**src/rtl/serv_bus_pkg.sv**
```systemverilog
// Shared types and constants for the SERV ibus/dbus memory-port scheduler.
package serv_bus_pkg;

  typedef enum logic [1:0] {
    IDLE = 2'd0,
    IBUS = 2'd1,
    DBUS = 2'd2,
    RESP = 2'd3
  } sched_state_t;

  localparam logic [3:0] SCHED_IBUS_SEL = 4'hF;

endpackage

```
**src/rtl/serv_bus_wdt.sv**
```systemverilog
// Saturating cycle counter that flags the last permitted cycle of a transfer.
module serv_bus_wdt #(
  parameter int MAX = 255
) (
  input  logic clk,
  input  logic rst_n,
  input  logic clear,
  input  logic run,
  output logic expired
);

  localparam int W = $clog2(MAX + 1);

  logic [W-1:0] count;

  always_ff @(posedge clk or negedge rst_n) begin
    if (!rst_n) begin
      count <= '0;
    end else if (clear) begin
      count <= '0;
    end else if (run && (count != W'(MAX))) begin
      count <= count + W'(1);
    end
  end

  // count holds the cycles already spent, so the MAX-th cycle is when it reads MAX-1
  assign expired = run && (count >= W'(MAX - 1));

endmodule

```
**src/rtl/serv_bus_sched.sv**
```systemverilog
// Round-robin scheduler sharing one Wishbone memory port between SERV ibus and dbus,
// with a registered response and a sticky watchdog timeout.
module serv_bus_sched
  import serv_bus_pkg::*;
#(
  parameter int TIMEOUT = 255
) (
  input  logic        clk,
  input  logic        i_rst_n,
  input  logic [31:0] i_ibus_adr,
  input  logic        i_ibus_cyc,
  output logic [31:0] o_ibus_rdt,
  output logic        o_ibus_ack,
  input  logic [31:0] i_dbus_adr,
  input  logic [31:0] i_dbus_dat,
  input  logic [3:0]  i_dbus_sel,
  input  logic        i_dbus_we,
  input  logic        i_dbus_cyc,
  output logic [31:0] o_dbus_rdt,
  output logic        o_dbus_ack,
  output logic [31:0] o_wb_adr,
  output logic [31:0] o_wb_dat,
  output logic [3:0]  o_wb_sel,
  output logic        o_wb_we,
  output logic        o_wb_cyc,
  input  logic [31:0] i_wb_rdt,
  input  logic        i_wb_ack,
  output logic        o_grant_d,
  output logic        o_timeout
);

  localparam int   WDT_MAX = (TIMEOUT == 0) ? 1 : TIMEOUT;
  localparam logic WDT_EN  = (TIMEOUT != 0);

  sched_state_t state, state_nxt;
  logic         last_d;
  logic [31:0]  resp_q;
  logic         timeout_q;
  logic         busy;
  logic         req_cyc;
  logic         wdt_expired;

  assign busy    = (state == IBUS) || (state == DBUS);
  assign req_cyc = (state == DBUS) ? i_dbus_cyc : i_ibus_cyc;

  serv_bus_wdt #(
    .MAX(WDT_MAX)
  ) u_wdt (
    .clk    (clk),
    .rst_n  (i_rst_n),
    .clear  (!busy),
    .run    (busy && WDT_EN),
    .expired(wdt_expired)
  );

  // Abort beats ack, and ack beats watchdog expiry in the same cycle
  always_comb begin
    state_nxt = state;
    case (state)
      IDLE: begin
        if (i_dbus_cyc && (!i_ibus_cyc || !last_d)) state_nxt = DBUS;
        else if (i_ibus_cyc)                       state_nxt = IBUS;
      end
      IBUS, DBUS: begin
        if (!req_cyc)         state_nxt = IDLE;
        else if (i_wb_ack)    state_nxt = RESP;
        else if (wdt_expired) state_nxt = RESP;
      end
      RESP:    state_nxt = IDLE;
      default: state_nxt = IDLE;
    endcase
  end

  // last_d doubles as the owner of the transfer in flight, since it updates on every grant
  always_ff @(posedge clk or negedge i_rst_n) begin
    if (!i_rst_n) begin
      state     <= IDLE;
      last_d    <= 1'b0;
      resp_q    <= '0;
      timeout_q <= 1'b0;
    end else begin
      state <= state_nxt;
      if (state == IDLE && state_nxt == DBUS) last_d <= 1'b1;
      if (state == IDLE && state_nxt == IBUS) last_d <= 1'b0;
      if (busy && req_cyc) begin
        if (i_wb_ack) begin
          resp_q <= i_wb_rdt;
        end else if (wdt_expired) begin
          resp_q    <= '0;
          timeout_q <= 1'b1;
        end
      end
    end
  end

  always_comb begin
    o_wb_adr = '0;
    o_wb_dat = '0;
    o_wb_sel = '0;
    o_wb_we  = 1'b0;
    case (state)
      IBUS: begin
        o_wb_adr = i_ibus_adr;
        o_wb_sel = SCHED_IBUS_SEL;
      end
      DBUS: begin
        o_wb_adr = i_dbus_adr;
        o_wb_dat = i_dbus_dat;
        o_wb_sel = i_dbus_sel;
        o_wb_we  = i_dbus_we;
      end
      default: ;
    endcase
  end

  assign o_wb_cyc   = busy;
  assign o_grant_d  = (state == DBUS);
  assign o_timeout  = timeout_q;
  assign o_ibus_ack = (state == RESP) && !last_d;
  assign o_dbus_ack = (state == RESP) && last_d;
  assign o_ibus_rdt = o_ibus_ack ? resp_q : '0;
  assign o_dbus_rdt = o_dbus_ack ? resp_q : '0;

endmodule

```
**config.mk**
```make
export PLATFORM = sky130hd
export DESIGN_NAME = serv_bus_sched
export DESIGN_NICKNAME = d
export VERILOG_FILES = /design/src/rtl/serv_bus_pkg.sv /design/src/rtl/serv_bus_wdt.sv /design/src/rtl/serv_bus_sched.sv
export SDC_FILE = /design/constraint.sdc
export NUM_CORES = 1
export LEC_CHECK = 0
export BUFFER_PORTS_ARGS = -buffer_cell sky130_fd_sc_hd__buf_2
export CORE_AREA = 2 2 106 108
export DETAILED_ROUTE_END_ITERATION = 16
export DIE_AREA = 0 0 108 110
export MAX_ROUTING_LAYER = met4
export PLACE_DENSITY = 0.66
export SLEW_MARGIN = 20
export SYNTH_ARGS = -nofsm -noshare
export SYNTH_HDL_FRONTEND = slang
export SYNTH_SLANG_ARGS = --single-unit
```
**constraint.sdc**
```tcl
create_clock -name clk -period 2 [get_ports clk]
set_clock_uncertainty 0.2 [all_clocks]
set_input_delay 0.2 -clock clk [delete_from_list [all_inputs] [get_ports clk]]
set_output_delay 0.2 -clock clk [all_outputs]
set_load 0.01 [all_outputs]
```
==> impl_results.md <==
- Syn Std Cell Area: 3510 um^2
- RSZ-0062 raised after global routing: yes
- Outcome: finished, violations left
- Setup ws final: -0.154 ns
- MaxCap Viol Count: 0
- Simple-Gate Fraction of Synth Area: 0.352
- Actual slew at the worst max-slew pin: 0.377 ns
- Reg-to-reg slack, setup: -0.12 ns
- WL per Instance: 19.7 um
- Post-DR vias/cell: 5.50
- Clk pin slew, worst setup/hold paths: 0.09 ns
- # diodes: 0
- Filler cell count: 915
- F_max: 464 MHz
- Failing checks: hold timing, setup timing
- Max clock buf depth: 2
- Synth Area in Compound Gates: 0.232
- IO Count: 276
- Nets: 899
- DIE WIDTH: 108 um
- CP Capture Type: output pin
- Layout Cells excl Fill: 894
- Synth area leader: dfrtp_1
- Fin. Hold Viols: 2
- Placeable Area: 10,700 um^2
- Total negative setup slack: -4.61 ns
- Largest net degree at the start of global routing: 38
- Synth Area in Adders: 0.0214
- Synthesis-to-finish area growth: 82.4%
- Yosys reg bits: 44
- Die Y-Extent: 110 um
- Worst Setup Path Type: flop to output pin
- Die area: 11,900 um^2
- Post-synth EDFFs: 0
- Synth top area share: 0.314
- Grt peak-use layer: met2
- RD Place Congestion: 0.833
- XOR/XNOR Fraction of Synth Area: 0
- Slew Viols, Final: 0
- Relative max-transition margin: 0.749
- Post-Synthesis Net Count: 600
- PwrDens: 1450 nW/um^2
- Met2 Use GR: 0.408
- Detailed Route Iter0 Violations: 295
- Async SR Flop Fraction: 1.00
- Worst Path Max Fanout: 7
- Shortest period the worst path allows: 2.15 ns
- Antenna violations before repair: 0
- Clk root buf: clkbuf_8
- DP Worst Slack: -0.211 ns
- Required time worst endpoint: 1.60 ns
- Multiplexer share of the synthesized area: 0.00999
- # clock sinks: 44
- Pleak: 0.00325 uW
- Ys flop type: dfrtp_1
- YS warnings: 0
- Cell count after synthesis: 456
- Clk_lat worst skew: 0.29 ns
- Critical Path Source: state[0]
- Via count: 4,919
- Largest family of logic cells by synthesized area: simple AND/OR/NAND/NOR gates
- FF-to-FF Start: state[1]
- Critical Path AT: 1.75 ns
- Synth top area cells: dfrtp_1, and2_1, o211ai_1, a22oi_1, and3_1
- Initial Util: 0.328
- All-layer global routing usage: 0.250
- H-tree depth: 2
- Worst hold slack: -0.00360 ns
- Placed Cells incl. Taps: 841
- Yosys cell types: 41
- ANT nets after route: 0
- # setup viols final: 84
- CTS tree: done
- Vias in the first global route: 4,310
- Global route overflow: 0
- Seq/Total Area, Yosys: 0.314
- Syn avg cell area: 7.69 um^2
- M3 GR Usage: 0.0547
- First-pass DRT Iterations: 5
- Hold Crit Class: primary input to flop
- Area occupied by multi-input gates: 2510 um^2
- Total Wirelength: 17,600 um
- First-pass GRT wire length: 22,600 um
- Row cnt: 38
- CP Launch Type: flop
- Final Cycle Share: 1.08
- Sequential Area: 1100 um^2
- Port Buffer Count: 275
- CTS Buf Count: 5
- Worst VDD drop: 0.000692 V
- Hold path startpoint: i_wb_rdt[3]
- Share of post-route cells with drive strength above 1: 0.546
- Met1 Usage GRT: 0.313
- DP HPWL: 10,800 um
- DRC Markers: 0
## path summary, 6_finish.rpt
| path | end | cells after the start |
|---|---|---|
| max reg2reg | resp_q[11] | 8 |
| min | resp_q[3] | 3 |
| max in group asynchronous | u_wdt.count[7] | 3 |
| min in group asynchronous | resp_q[9] | 2 |
| max | o_wb_adr[9] | 8 |
| min reg2reg | o_timeout | 1 |
## metal layers
layer  wire (um)  part of all wire
met1        6930              0.39
met2        8690              0.49
met3        1560             0.089
met4         398             0.023
met5           0                 0
## state kept, by name (all words and copies together) (netlist names)
| register | flops |
|---|---|
| last_d | 1 |
| u_wdt.count | 8 |
| resp_q | 32 |
| o_timeout | 1 |
| state | 2 |
## final cells by class
type | count | area share
multi-input cells | 357 | 0.393
clock inverters | 1 | 0.00469
well taps | 140 | 0.0274
inverters | 8 | 0.00743
clock buffers | 5 | 0.0108
repair buffers | 339 | 0.385
flip-flops and latches | 44 | 0.172
## stage by stage
stage               power, uW  utilization  area [um^2]
finish                   9260        0.598         6400
CTS                      8080        0.545         5840
global placement         6060        0.477         5100
detailed placement       6210        0.477         5100
floorplan                4250            -         3510
global route             9780        0.598         6400
## placed cells by master, fill, tap and decap left out, types with 3 or more instances in the layout
master	count
a211oi_1	3
a21oi_1	6
a22oi_2	32
a31oi_1	4
and2_1	50
and2_4	15
and3_1	33
buf_12	11
buf_16	4
buf_2	256
buf_4	20
buf_6	24
clkbuf_16	11
clkbuf_8	5
dfrtp_1	44
dlygate4sd3_1	12
ha_4	4
inv_1	5
nand2_1	37
nand4_1	33
nor2_1	26
nor2_2	11
nor3_1	6
o211ai_1	33
o21ai_0	32
o21ai_1	3
## worst max-delay path, stage by stage, from the launching register on
cell and delay, ns:
dfrtp_1 0.40, buf_6 0.14, inv_6 0.06, ha_4 0.16, buf_12 0.16, buf_12 0.13
a22oi_2 0.07, nor2_1 0.17, buf_2 0.17
## timing repair
action	in CTS	in global routing
resized for setup	62	56
gates cloned	6	14
pin swaps	2	17
hold buffers	12	0
endpoints found under the hold margin	55	0
endpoints found under the setup margin	102	171
buffers inserted	11	4
## power by group
part	switching (uW)	leakage, uW	internal, uW
Clock	303	0.0000501	359
Sequential	330	0.000489	1210
Combinational	3620	0.00271	3440
Total	4250	0.00325	5010
## synth_stat cells (2+ instances only)
cell,count
clkbuf_2,3
dfrtp_1,44
a211oi_1,4
inv_1,7
mux2i_1,2
buf_1,3
ha_1,6
nor2_1,37
o211ai_1,33
a31oi_1,4
nand2_1,37
clkbuf_1,30
buf_4,3
nor3_1,6
a21oi_1,8
nand4_1,33
o21ai_0,35
and3_1,33
and2_1,66
buf_2,9
a22oi_1,32
nand2b_1,2
## kinds of logic (layout without fill, tap and decap cells)
group	after synthesis	in the layout
and+or+nand+nor	224	225
muxes	3	4
DFF	44	44
AOI/OAI and AO/OA	122	122
adders and majority gates	6	6
buffers and inverters	57	353
(Power assumes the default switching activity.)
